===== config.mk =====
export PLATFORM = sky130hd
export DESIGN_NAME = song_slot_sequencer
export DESIGN_NICKNAME = d
export VERILOG_FILES = /design/src/rtl/song_slot_sequencer.sv
export SDC_FILE = /design/constraint.sdc
export NUM_CORES = 1
export LEC_CHECK = 0
export CAP_MARGIN = 20
export CORE_ASPECT_RATIO = 0.8
export CORE_MARGIN = 3
export CORE_UTILIZATION = 52
export DETAILED_ROUTE_END_ITERATION = 16
export MAX_ROUTING_LAYER = met4
export PLACE_DENSITY = 0.81
export SYNTH_ARGS = -nofsm -noshare
export SYNTH_HDL_FRONTEND = slang
export SYNTH_SLANG_ARGS = --single-unit
export TNS_END_PERCENT = 50

===== constraint.sdc =====
create_clock -name clk -period 3 [get_ports clk]
set_input_delay 0.75 -clock clk [delete_from_list [all_inputs] [get_ports clk]]
set_output_delay 0.75 -clock clk [all_outputs]
set_load 0.05 [all_outputs]

===== src/rtl/song_slot_sequencer.sv =====
// rtl/song_slot_sequencer.sv - free-mode song RAM record/playback sequencer
//
// Records key-decoder notes into NUM_SLOTS song slots of a shared single-port
// RAM, loops playback of one slot to the tone generator, and erases all slot
// lengths on a long press of clear_btn.
//
// Ports:
//   clk, reset                 clock, synchronous active-low reset
//   rec_en, play_req           record / play switches (levels)
//   slot_sel                   slot to play (sampled on entry to playback)
//   clear_btn                  erase button (level)
//   note_in, oct_in            live key note (0 = rest) and octave
//   ram_en, ram_we             RAM access strobe and write enable
//   ram_addr, ram_wdata        {slot, index} and {oct, note}
//   ram_rdata                  read data, one cycle after a read strobe
//   note_out, oct_out          playback note/octave, 0 outside playback
//   note_valid                 pulse when note_out/oct_out take a new value
//   state_out                  0 idle, 1 record, 2 play, 3 clear
//   cur_slot                   active slot; next record slot while idle
//   clear_done                 pulse during the erase cycle
module song_slot_sequencer #(
  parameter int NUM_SLOTS  = 3,
  parameter int ADDR_WIDTH = 8,
  parameter int SLOT_DEPTH = 200,
  parameter int TICK_DIV   = 10000000,
  parameter int HOLD_TICKS = 20
) (
  input  logic                  clk,
  input  logic                  reset,
  input  logic                  rec_en,
  input  logic                  play_req,
  input  logic [1:0]            slot_sel,
  input  logic                  clear_btn,
  input  logic [3:0]            note_in,
  input  logic [1:0]            oct_in,
  output logic                  ram_en,
  output logic                  ram_we,
  output logic [ADDR_WIDTH+1:0] ram_addr,
  output logic [5:0]            ram_wdata,
  input  logic [5:0]            ram_rdata,
  output logic [3:0]            note_out,
  output logic [1:0]            oct_out,
  output logic                  note_valid,
  output logic [1:0]            state_out,
  output logic [1:0]            cur_slot,
  output logic                  clear_done
);

  // Index is one bit wider than the address so it can hold SLOT_DEPTH itself.
  localparam int IW = ADDR_WIDTH + 1;
  localparam int TW = (TICK_DIV > 1) ? $clog2(TICK_DIV) : 1;
  localparam int HW = (HOLD_TICKS > 1) ? $clog2(HOLD_TICKS + 1) : 1;

  localparam logic [IW-1:0] DEPTH     = IW'(SLOT_DEPTH);
  localparam logic [TW-1:0] TICK_LAST = TW'(TICK_DIV - 1);
  localparam logic [HW-1:0] HOLD_LAST = HW'(HOLD_TICKS - 1);
  localparam logic [2:0]    SLOTS     = 3'(NUM_SLOTS);
  localparam logic [1:0]    LAST_SLOT = 2'(NUM_SLOTS - 1);

  typedef enum logic [1:0] {
    S_IDLE   = 2'd0,
    S_RECORD = 2'd1,
    S_PLAY   = 2'd2,
    S_CLEAR  = 2'd3
  } state_t;

  state_t          state, state_d;
  logic            rec_q, play_q;
  logic [TW-1:0]   tick_cnt;
  logic [HW-1:0]   hold_cnt;
  logic [IW-1:0]   len [4];
  logic [1:0]      wr_slot;
  logic [1:0]      slot;
  logic [IW-1:0]   idx;          // write index in record, read index in play
  logic            rd_pending;

  logic tick, rec_rise, rec_fall, play_fall, play_ok;
  logic start_rec, start_play, end_rec, do_write, do_read, do_clear;
  logic hold_inc, hold_clr;

  assign tick      = (tick_cnt == TICK_LAST);
  assign rec_rise  = rec_en & ~rec_q;
  assign rec_fall  = ~rec_en & rec_q;
  assign play_fall = ~play_req & play_q;
  assign play_ok   = play_req && ({1'b0, slot_sel} < SLOTS) && (len[slot_sel] != '0);

  // A tick that coincides with leaving the state (switch released or
  // playback aborted) performs no RAM access.
  always_comb begin
    state_d    = state;
    start_rec  = 1'b0;
    start_play = 1'b0;
    end_rec    = 1'b0;
    do_write   = 1'b0;
    do_read    = 1'b0;
    do_clear   = 1'b0;
    hold_inc   = 1'b0;
    hold_clr   = 1'b1;
    case (state)
      S_IDLE: begin
        if (rec_rise) begin
          start_rec = 1'b1;
          state_d   = S_RECORD;
        end else if (play_ok) begin
          start_play = 1'b1;
          state_d    = S_PLAY;
        end else if (clear_btn) begin
          hold_clr = 1'b0;
          if (tick) begin
            hold_inc = 1'b1;
            if (hold_cnt == HOLD_LAST) state_d = S_CLEAR;
          end
        end
      end
      S_RECORD: begin
        if (rec_fall) begin
          end_rec = 1'b1;
          state_d = S_IDLE;
        end else if (tick && (idx < DEPTH)) begin
          do_write = 1'b1;
        end
      end
      S_PLAY: begin
        if (rec_rise) begin
          start_rec = 1'b1;
          state_d   = S_RECORD;
        end else if (play_fall) begin
          state_d = S_IDLE;
        end else if (tick) begin
          do_read = 1'b1;
        end
      end
      S_CLEAR: begin
        do_clear = 1'b1;
        state_d  = S_IDLE;
      end
      default: state_d = S_IDLE;
    endcase
  end

  always_ff @(posedge clk) begin
    if (!reset) state <= S_IDLE;
    else        state <= state_d;
  end

  always_ff @(posedge clk) begin
    if (!reset) begin
      rec_q      <= 1'b0;
      play_q     <= 1'b0;
      tick_cnt   <= '0;
      hold_cnt   <= '0;
      for (int i = 0; i < 4; i++) len[i] <= '0;
      wr_slot    <= '0;
      slot       <= '0;
      idx        <= '0;
      rd_pending <= 1'b0;
      note_out   <= '0;
      oct_out    <= '0;
      note_valid <= 1'b0;
    end else begin
      rec_q  <= rec_en;
      play_q <= play_req;

      // Restarting on entry puts the first tick a full period after entry.
      tick_cnt <= (start_rec || start_play || tick) ? '0 : tick_cnt + TW'(1);

      if (hold_clr)      hold_cnt <= '0;
      else if (hold_inc) hold_cnt <= hold_cnt + HW'(1);

      rd_pending <= do_read;
      note_valid <= 1'b0;

      if (start_rec) begin
        slot <= wr_slot;
        idx  <= '0;
      end
      if (start_play) begin
        slot <= slot_sel;
        idx  <= '0;
      end
      if (do_write) idx <= idx + IW'(1);
      if (do_read)  idx <= (idx == len[slot] - IW'(1)) ? '0 : idx + IW'(1);

      // Read data is only taken if playback survives the cycle it returns in.
      if (rd_pending && state_d == S_PLAY) begin
        note_out   <= ram_rdata[3:0];
        oct_out    <= ram_rdata[5:4];
        note_valid <= 1'b1;
      end
      if (state_d != S_PLAY) begin
        note_out <= '0;
        oct_out  <= '0;
      end

      // An empty take leaves the record slot where it was.
      if (end_rec) begin
        len[slot] <= idx;
        if (idx != '0) wr_slot <= (wr_slot == LAST_SLOT) ? 2'd0 : wr_slot + 2'd1;
      end

      // RAM contents stay; zero lengths are enough to make slots unplayable.
      if (do_clear) begin
        for (int i = 0; i < 4; i++) len[i] <= '0;
        wr_slot <= '0;
      end
    end
  end

  assign ram_en     = reset & (do_write | do_read);
  assign ram_we     = reset & do_write;
  assign ram_addr   = ram_en ? {slot, idx[ADDR_WIDTH-1:0]} : '0;
  assign ram_wdata  = ram_we ? {oct_in, note_in} : '0;
  assign state_out  = state;
  assign cur_slot   = (state == S_RECORD || state == S_PLAY) ? slot : wr_slot;
  assign clear_done = (state == S_CLEAR);

endmodule

Yosys cells after proc, flatten, opt, wreduce, memory -nomap -nowiden

Memories as Yosys holds them, arrays and structs flattened. A register that Yosys moved wholly into a read port is not among the register bits.
Index checks and enable logic that the tools add are counted.

Memory bits (writable): 36
Register bits after elaboration: 54
Memories kept: 1
Bits of input ports: 19
Output and inout bits: 30
Word-level logic and storage cells: 122

$lt $le $gt $ge: 2
Reductions and logical operators: 19
Bitwise gates (word level): 14
Equality and inequality tests: 9
Muxes and demuxes: 60
Add/subtract/negate cells: 5

Memories:

| name | depth | width | rd ports | clocked after memory_dff | write ports | line | text |
|---|---|---|---|---|---|---|---|
| len  | 4     | 9     | 2        | 1                        | 4           | 71   | `logic [IW-1:0] len [4];` |

Operators with widths:

| kind                  | count |
|---|---|
| $mux 9                | 10 |
| $mux 1                | 32 |
| $mux 2                | 15 |
| $add 24x1->24 const B | 1 |
| $eq 24x24->1 const B  | 1 |
| $reduce_bool 9->1     | 2 |
| $mux 10               | 1 |
| $reduce_or 2->1       | 5 |
| $add 9x1->9 const B   | 1 |
| $eq 9x9->1            | 1 |
| $lt 9x8->1 const B    | 1 |
| $reduce_or 9->1       | 1 |
| $sub 9x1->9 const B   | 1 |
| $eq 2x2->1 const B    | 4 |
| $pmux 2 s4            | 1 |
| $mux 6                | 1 |
| $add 5x1->5 const B   | 1 |
| $and 1x1->1           | 5 |
| $eq 5x5->1 const B    | 1 |
| $or 1x1->1            | 5 |
| $logic_and 1x1->1     | 4 |
| $not 1->1             | 4 |
| $reduce_bool 4->1     | 1 |
| $logic_or 1x1->1      | 3 |
| 7 further kinds       | 7 |

Longest topological paths before layout

Gate-level depths: netlist of run 1.

Depth after elaboration: 10
Gate-level depth with buffers: 12
Mapped depth without buffers: 10

Worst setup path before layout of run 1

Ideal clock, no wire load.

Path type: register -> output
From: reg tick_cnt[11]
To: out ram_addr[2]
Buffers on the path: 3
Slack: -1123 ps
Stages on the path, launching flop included: 10
Arrival: 3373 ps
Data required time: 2250 ps
Cells stage by stage: dfxtp_1 > clkbuf_1 > or4_1 > or3_1 > nor4_1 > and3_1 > clkbuf_1 > nor2_1 > clkbuf_1 > nor2b_1

Cells in the longest elaborated chain, start to end: 8
Elaborated cells between the ends (all ways): 12
Classes of those cells: eq/ne (1); mux (8); bitwise (2); reduce/logical (1)

Ends and longest elaborated chain:

| item                                               | line     | text |
|---|---|---|
| start, declared                                    | 69       | `logic [TW-1:0] tick_cnt;` |
| start signal, assigned                             | 165      | `tick_cnt <= (start_rec \|\| start_play \|\| tick) ? '0 : tick_cnt + TW'(1);` |
| $eq 24x24->1 *                                     | 81       | `assign tick = (tick_cnt == TICK_LAST);` |
| $mux 1 / $logic_and 1x1->1 (equally long branches) | 129, 119 |  |
| $mux 1, on equally long branches                   | 127, 119 |  |
| $mux 1, on equally long branches                   | 124, 116 |  |
| $mux 1                                             | 99       | `case (state)` |
| $or 1x1->1 *                                       | 209      | `assign ram_en = reset & (do_write \| do_read);` |
| $and 1x1->1 *                                      | 209      |  |
| $mux 10 *                                          | 211      | `assign ram_addr = ram_en ? {slot, idx[ADDR_WIDTH-1:0]} : '0;` |
| end, declared                                      | 38       | `output logic [ADDR_WIDTH+1:0] ram_addr,` |

Mark *: on every way between the ends. The rest lies on a longest branch, timed or not.

Worst setup path after layout of run 1

From: reg tick_cnt[13]
To: out ram_addr[8]

Same word-level chain as after synthesis.

==> impl_results.rst, run 1 <==
.. list-table::
   :header-rows: 1

   * - Metric
     - Value
   * - Outcome
     - complete, but fails checks
   * - Violations in the final reports
     - negative setup slack
   * - Cell area after placement
     - 6000 sq um
   * - Leakage power
     - 2.53 nW
   * - Number of instances in the synthesized netlist
     - between 400 and 500
   * - Die Footprint
     - around 11000 sq um
   * - Number of global-route vias before repair
     - 4124
   * - Setup repair after global routing missed its margin
     - true
   * - Logic pwr share
     - 14.4%
   * - Most area-hungry cell type in the Yosys netlist
     - dfxtp_1
   * - Clock net sink count
     - 92
   * - CTS tree
     - done
   * - Buffers on Ports
     - 48
   * - Maximum frequency from static timing analysis
     - 302 MHz
   * - Vias per inst
     - 6.07
   * - Post-Route Hold Slack
     - 0.462 ns
   * - Required time worst endpoint
     - 2.25 ns
   * - Syn_area_per_cell
     - between 9 and 10 sq um
   * - Peak supply drop
     - 0.327 mV
   * - Root Buffer Master
     - clkbuf_16
   * - Endpoint arrival time on the critical path
     - 2.56 ns
   * - Ant diodes
     - 0
   * - Largest driver fanout on the critical path
     - 8
   * - Setup Crit Path Kind
     - reg2out
   * - Core Box Area
     - between 8000 and 9000 sq um
   * - First drt pass iteration count
     - 5
   * - Share of cells above drive strength 1
     - 27.5%
   * - Switching power as a share of total power
     - between 20% and 30%
   * - Yosys top cell area share
     - 23.1%
   * - Wire length of the first global-routing pass
     - 20500 um
   * - Multi-input logic area
     - 2720 sq um
   * - Fin Setup TNS
     - -6.14 ns
   * - Share of synthesized flip-flops with an asynchronous set or reset
     - 0%
   * - Total half-perimeter wirelength after legalization and detailed placement
     - 9490 um
   * - DR WL/cell
     - 18.9 um
   * - Hold Path Origin
     - tick_cnt[0]
   * - Internal Pwr Total
     - 2.29 mW
   * - Slew at the pin closest to its max-slew limit
     - 0.700 ns
   * - Total gr overflow
     - 0
   * - Area of all placed cells without fillers
     - 6610 sq um
   * - Power consumption
     - 3.04 mW
   * - Initial Utilization
     - about 55%
   * - CTS Hold Bufs
     - 0
   * - Total via count after detailed routing
     - roughly 4.3k
   * - Final antenna-violating net count
     - 0
   * - Psw
     - between 0.7 and 0.8 mW
   * - Horiz. Die Dim
     - 114 um
   * - Num rows
     - 30
   * - Number of standard cells in the final layout excluding fillers
     - 712
   * - Reg-to-reg endpoint
     - idx[2]
   * - Initial antenna violation count
     - 0
   * - Number of failing setup endpoints in the final timing report
     - 27
   * - Number of enable flip-flop cells after synthesis
     - 36
   * - Clock buffer count from CTS
     - 9
   * - Hold Fails Final Rpt
     - 0
   * - Area used by sequential logic in the layout
     - around 2200 sq um
   * - End of the worst hold path
     - tick_cnt[0]
   * - Hold crit path type
     - reg2reg
   * - Count of cells along the worst hold path
     - 1
   * - Post-placement cell count
     - 690
   * - Total Nets Final
     - 623
   * - Time the final worst path needs with I/O delays and setup
     - about 3.3 ns
   * - Post-synth cell types
     - 57
   * - Final Wtd Congestion
     - 0.986
   * - Die span in y
     - slightly above 90 um
   * - Post-layout utilization of the core
     - ~75%
   * - Number of warnings reported in the yosys synthesis log
     - 0
   * - Part of the power in the clock network
     - approximately two fifths
   * - Number of fill cells in the layout
     - 569
   * - Worst Skew
     - 0.00634 ns
   * - Period utilization
     - 110%
   * - Residual DRC
     - 0
   * - Element type at the critical path start
     - flop
   * - Sequential Power Share
     - 44.7%
   * - Worst setup margin
     - -0.311 ns
   * - CTS H-tree depth
     - 3
   * - Global-route usage over all layers
     - 25.4%
   * - Maximum number of pins on one net before global-route repair
     - 25
   * - Area overhead of the layout relative to synthesis
     - 36.2%
   * - Setup slack of the most critical reg-to-reg path
     - -0.23 ns
   * - Headroom to the max-slew limit
     - 53.2%
   * - Worst flop-to-flop path startpoint
     - len[2][0]
   * - Syn Nets
     - 521
   * - Clock insertion delay at the later pin of the skew report
     - 0.34 ns
   * - Detailed router's first-iteration violation count
     - 399
   * - Reported max-cap violation count
     - 0
   * - Total power per unit cell area
     - 461 nW/um^2
   * - Seq/Total Area, Yosys
     - between 40% and 50%
   * - Most instantiated flip-flop cell in the synthesis netlist
     - dfxtp_1
   * - Post-placement worst setup slack
     - -0.270 ns
   * - Clock Path Buffers
     - 2
   * - Largest cells by area after synthesis
     - dfxtp_1 23%, edfxtp_1 22%, nor2_1 4.8%, and2_1 4.4%, xor2_1 4.0%
   * - Top Ports
     - 49
   * - Total wire length
     - 13500 um
   * - Critical path capture point type
     - output port
   * - Post-synthesis cell area
     - 4850 sq um
   * - Number of cells on the worst reg-to-reg path
     - 10
   * - Slew Limit Fails
     - 0
   * - Clock slew at reported path FFs
     - around 0.070 ns
   * - Flops & latches, synth
     - 92
==> layout make-up <==
| type | instances | area share [%] |
|---|---|---|
| Sequential cell | 92 | 33.4 |
| Timing Repair Buffer | 115 | 17.2 |
| Clock inverter | 5 | 0.928 |
| Multi-Input combinational cell | 361 | 41.2 |
| Tap cell | 112 | 2.12 |
| Inverter | 16 | 0.966 |
| Clock buffer | 11 | 4.17 |
==> state kept, by name, indices dropped and copies added, names as in the netlist, 4 cells and up, named ones only <==
signal,flops
tick_cnt,24
hold_cnt,5
len,36
idx,9
note_out,4
==> placed cells by master (no fill, tap or decap), drive strengths merged, types with 6 or more instances in the layout <==
| cell type | Yosys | routed |
|---|---|---|
| nor3 | 19 | 19 |
| clkdlybuf4s50 | 0 | 28 |
| inv | 14 | 16 |
| clkbuf | 21 | 11 |
| mux2i | 14 | 14 |
| nand3 | 21 | 21 |
| ha | 9 | 9 |
| xnor2 | 19 | 19 |
| mux4 | 9 | 9 |
| xor2 | 22 | 22 |
| a31oi | 7 | 7 |
| buf | 4 | 85 |
| nand4 | 10 | 10 |
| nor4 | 13 | 13 |
| nor2 | 63 | 63 |
| o21ai | 6 | 6 |
| dfxtp | 56 | 56 |
| nand2 | 26 | 26 |
| and3 | 11 | 11 |
| a21oi | 8 | 8 |
| and2 | 34 | 34 |
| nor2b | 9 | 9 |
| nand2b | 6 | 6 |
| edfxtp | 36 | 36 |
==> timing repair <==
| action | CTS | global route |
|---|---|---|
| setup endpoints to repair | 28 | 32 |
| resized for setup | 24 | 31 |
| pin swaps | 9 | 16 |
| gates cloned | 0 | 1 |
| setup buffers | 2 | 3 |
==> worst max path at each step <==
stage,startpoint,end,slack (ns),cells after the start
after floorplan,tick_cnt[13],ram_addr[2],-0.02,8
after global placement,play_req,ram_en,-0.21,8
after detailed placement,flop,idx[2],-0.27,9
after CTS,tick_cnt[13],ram_addr[8],-0.28,8
after global routing,tick_cnt[13],ram_addr[8],-0.39,8
final,tick_cnt[13],ram_addr[8],-0.31,8
==> cell families after synthesis <==
group / count (synthesis) / synth area share, %
xor+xnor: 41 / 7.40
mux: 27 / 8.07
buf+inv: 41 / 3.66
simple gates: 238 / 26.7
flops: 92 / 45.4
compound gates: 45 / 6.47
fa+ha+maj: 9 / 2.32
==> critical path, stage by stage, from the launching register on <==
cell and delay (ns):
dfxtp_2 0.32, or4_1 0.52, or3_4 0.40, nor4_4 0.22
and3_4 0.27, nor2_4 0.06, buf_12 0.15, nor2b_4 0.11
buf_6 0.16
==> cells in the mapped netlist, drive strengths merged, types with 4 or more instances <==
cell / instances
nor2: 63
dfxtp: 56
edfxtp: 36
and2: 34
nand2: 26
xor2: 22
clkbuf: 21
nand3: 21
nor3: 19
xnor2: 19
inv: 14
mux2i: 14
nor4: 13
and3: 11
nand4: 10
ha: 9
mux4: 9
nor2b: 9
a21oi: 8
a31oi: 7
nand2b: 6
o21ai: 6
nand3b: 5
buf: 4
mux2: 4
or4: 4
==> layer usage <==
layer	vias up	track usage, %	wire [um]	part of all wire, %
met5	-	-	0	0
met4	0	5.93	168	1.2
met3	19	5.29	1330	9.8
met2	250	39.2	6230	46
met1	2086	34.5	5740	43
li1	1970	-	-	-
==> power groups by stage <==
stage	clock network (mW)	registers (mW)	logic, mW
2_1_floorplan	0	1.39	0.217
4_1_cts	1.25	1.36	0.401
3_5_place_dp	0	1.39	0.393
5_1_grt	1.30	1.36	0.467
3_3_place_gp	0	1.39	0.377
6_report	1.24	1.36	0.439
Power figures use the tool's default switching activity.
==> inputs of run 2 (changes only) <==
==> constraint.sdc (replaced) <==
create_clock -name clk -period 3 [get_ports clk]
set_input_delay 0.9 -clock clk [delete_from_list [all_inputs] [get_ports clk]]
set_output_delay 0.9 -clock clk [all_outputs]
set_load 0.05 [all_outputs]
==> impl_results.rst, run 2 (synthesized netlist as in run 1, its figures left out) <==
.. list-table::
   :header-rows: 1

   * - Metric
     - Value
   * - Number of global-route vias before repair
     - 4346 (+5.4%)
   * - Headroom to the max-slew limit
     - 51.7% (-1.5 points)
   * - Initial antenna violation count
     - 0 (unchanged)
   * - DR WL/cell
     - 20.1 um (+6.4%)
   * - Commonest cells after routing, fill and taps aside
     - 77 x buf_4, 58 x nor2_1, 53 x dfxtp_1, 36 x edfxtp_1, 28 x and2_1
   * - Number of logic stages on the critical path including buffering
     - 8 (unchanged)
   * - Clock Path Buffers
     - 2 (unchanged)
   * - Num rows
     - 30 (unchanged)
   * - Final antenna-violating net count
     - 0 (unchanged)
   * - Root Buffer Master
     - clkbuf_16
   * - Total via count after detailed routing
     - 4440 (+2.7%)
   * - Max FFs per register
     - 36 (unchanged)
   * - Vias per inst
     - 6.10 (+0.40%)
   * - Setup repair after global routing missed its margin
     - true
   * - Hold Fails Final Rpt
     - 0 (unchanged)
   * - Clock buffer count from CTS
     - 9 (unchanged)
   * - Number of cells on the worst reg-to-reg path
     - 11 (+1)
   * - Global-route usage over all layers
     - 26.8% (+1.5 points)
   * - Core Box Area
     - 8780 sq um (unchanged)
   * - WP buf/inv
     - 2 (unchanged)
   * - Clock net sink count
     - 92 (unchanged)
   * - Leakage power
     - 2.62 nW (+3.5%)
   * - Total power per unit cell area
     - 446 nW/um^2 (-3.2%)
   * - Period utilization
     - 112% (+1.7 points)
   * - Critical path capture point type
     - output port
   * - Post-layout utilization of the core
     - 77.1% (+1.9 points)
   * - Crit-path slowest cell
     - or4_4
   * - Cell area after placement
     - 6030 sq um (+0.54%)
   * - First drt pass iteration count
     - 5 (unchanged)
   * - Reported max-cap violation count
     - 0 (unchanged)
   * - Most common cell after layout, fill and taps aside
     - buf_4
   * - Die Footprint
     - 10500 sq um (unchanged)
   * - CTS tree
     - done
   * - Ant diodes
     - 0 (unchanged)
   * - Top Ports
     - 49 (unchanged)
   * - Detailed router's first-iteration violation count
     - 472 (+18%)
   * - Total Nets Final
     - 639 (+2.6%)
   * - Violations in the final reports
     - negative setup slack
   * - Total half-perimeter wirelength after legalization and detailed placement
     - 9770 um (+3.0%)
   * - Required time worst endpoint
     - 2.10 ns (-0.15 ns)
   * - CP max stage delay
     - 0.52 ns (about the same)
   * - Hold crit path type
     - reg2reg
   * - Area of all placed cells without fillers
     - 6780 sq um (+2.5%)
   * - Share of cells above drive strength 1
     - 31.0% (+3.5 points)
   * - Worst setup margin
     - -0.362 ns (-0.0512 ns)
   * - Slew at the pin closest to its max-slew limit
     - 0.723 ns (+0.0227 ns)
   * - CP delay by family, top
     - simple AND/OR/NAND/NOR gates
   * - Peak supply drop
     - 0.375 mV (+15%)
   * - Horiz. Die Dim
     - 114 um (unchanged)
   * - Largest regs
     - len (36), tick_cnt (24), idx (9)
   * - Buffers on Ports
     - 48 (unchanged)
   * - Area overhead of the layout relative to synthesis
     - 39.6%
   * - Die span in y
     - 92.4 um (unchanged)
   * - CTS H-tree depth
     - 3 (unchanged)
   * - Largest driver fanout on the critical path
     - 6 (-2)
   * - Residual DRC
     - 0 (unchanged)
   * - Endpoint arrival time on the critical path
     - 2.46 ns (-0.10 ns)
   * - Setup Crit Path Kind
     - reg2out
   * - Time the final worst path needs with I/O delays and setup
     - 3.36 ns (+0.0512 ns)
   * - Total wire length
     - 14700 um (+8.8%)
   * - Cell-by-cell trace of the critical path
     - or4_4 -> or3_4 -> nor4_4 -> and3_4 -> nor2_4 -> buf_12 -> nor2b_4 -> buf_8
   * - Count of cells along the worst hold path
     - 1 (unchanged)
   * - Maximum number of pins on one net before global-route repair
     - 17 (-32%)
   * - Clock insertion delay at the later pin of the skew report
     - 0.34 ns (about the same)
   * - Wire length of the first global-routing pass
     - 21700 um (+6.0%)
   * - Total gr overflow
     - 0 (unchanged)
   * - Clock slew at reported path FFs
     - 0.06 ns (about the same)
   * - Element type at the critical path start
     - flop
   * - Number of failing setup endpoints in the final timing report
     - 27 (unchanged)
   * - Outcome
     - complete, but fails checks
   * - Final Wtd Congestion
     - 0.963 (-2.3%)
   * - Maximum frequency from static timing analysis
     - 297 MHz (-1.5%)
   * - Worst Skew
     - 0.00725 ns (+0.000911 ns)
   * - Slew Limit Fails
     - 0 (unchanged)
   * - Biggest register
     - len
   * - Initial Utilization
     - 55.2% (unchanged)
-- run 2: changes by cell type in the layout (fill, tap and decap cells not counted), moves of 2 or more --
cell / before / now
clkdlybuf4s50_1: 28 / 25
nor2b_2: 0 / 2
buf_4: 60 / 77
or4_4: 1 / 3
nor2b_1: 2 / 0
or4_1: 3 / 1
clkinv_4: 0 / 3
-- run 2: final timing paths --
| path | from | slack [ns] | endpoint |
|---|---|---|---|
| worst max-delay path | tick_cnt[13] | -0.36 | ram_addr[5] |
| worst min-delay path | tick_cnt[0] | 0.48 | tick_cnt[0] |
| worst max register to register | flop | -0.28 | idx[5] |
| worst min register to register | tick_cnt[0] | 0.48 | tick_cnt[0] |
-- run 2: layer usage --
layer / wire [um] / track usage [%] / vias to the layer above
met2: 6740 / 42.3 / 294
met4: 252 / 7.22 / 0
met1: 5860 / 35.0 / 2100
met3: 1800 / 6.27 / 37
met5: 0 / - / -
li1: - / - / 2009
-- run 2: report_power, final --
group / switching, mW / internal (mW) / leakage, nW
clock: 0.491 / 0.702 / 0.158
sequential: 0.0334 / 1.33 / 0.826
combinational: 0.247 / 0.216 / 1.63
total: 0.771 / 2.25 / 2.62
-- run 2: per-stage QoR --
step,power (mW),hold slack [ns],std cells,TNS (ns),setup WS [ns]
global placement,1.76,0.439,697,-18.01,-0.447
detailed placement,1.78,0.450,697,-19.53,-0.536
finish,3.02,0.477,728,-7.94,-0.362
global route,3.10,0.494,728,-9.94,-0.439
floorplan,1.61,0.426,493,-2.22,-0.171
CTS,2.96,0.477,715,-6.36,-0.363
-- run 2: cell type report --
| cell class | instances | area, sq um |
|---|---|---|
| inverters | 16 | 63.8 |
| well taps | 112 | 140 |
| repair buffers | 131 | 1280 |
| fillers | 551 | 2010 |
| clock buffers | 10 | 250 |
| clock inverters | 6 | 70.1 |
| multi-input cells | 361 | 2760 |
| flip-flops and latches | 92 | 2210 |
-- run 2: what timing repair did --
item | 4_1_cts | 5_1_grt
gates cloned | 1 | 2
endpoints found under the setup margin | 27 | 61
hold buffers | 0 | 0
buffers inserted | 1 | 11
gates resized for setup | 34 | 33
pin swaps | 6 | 14
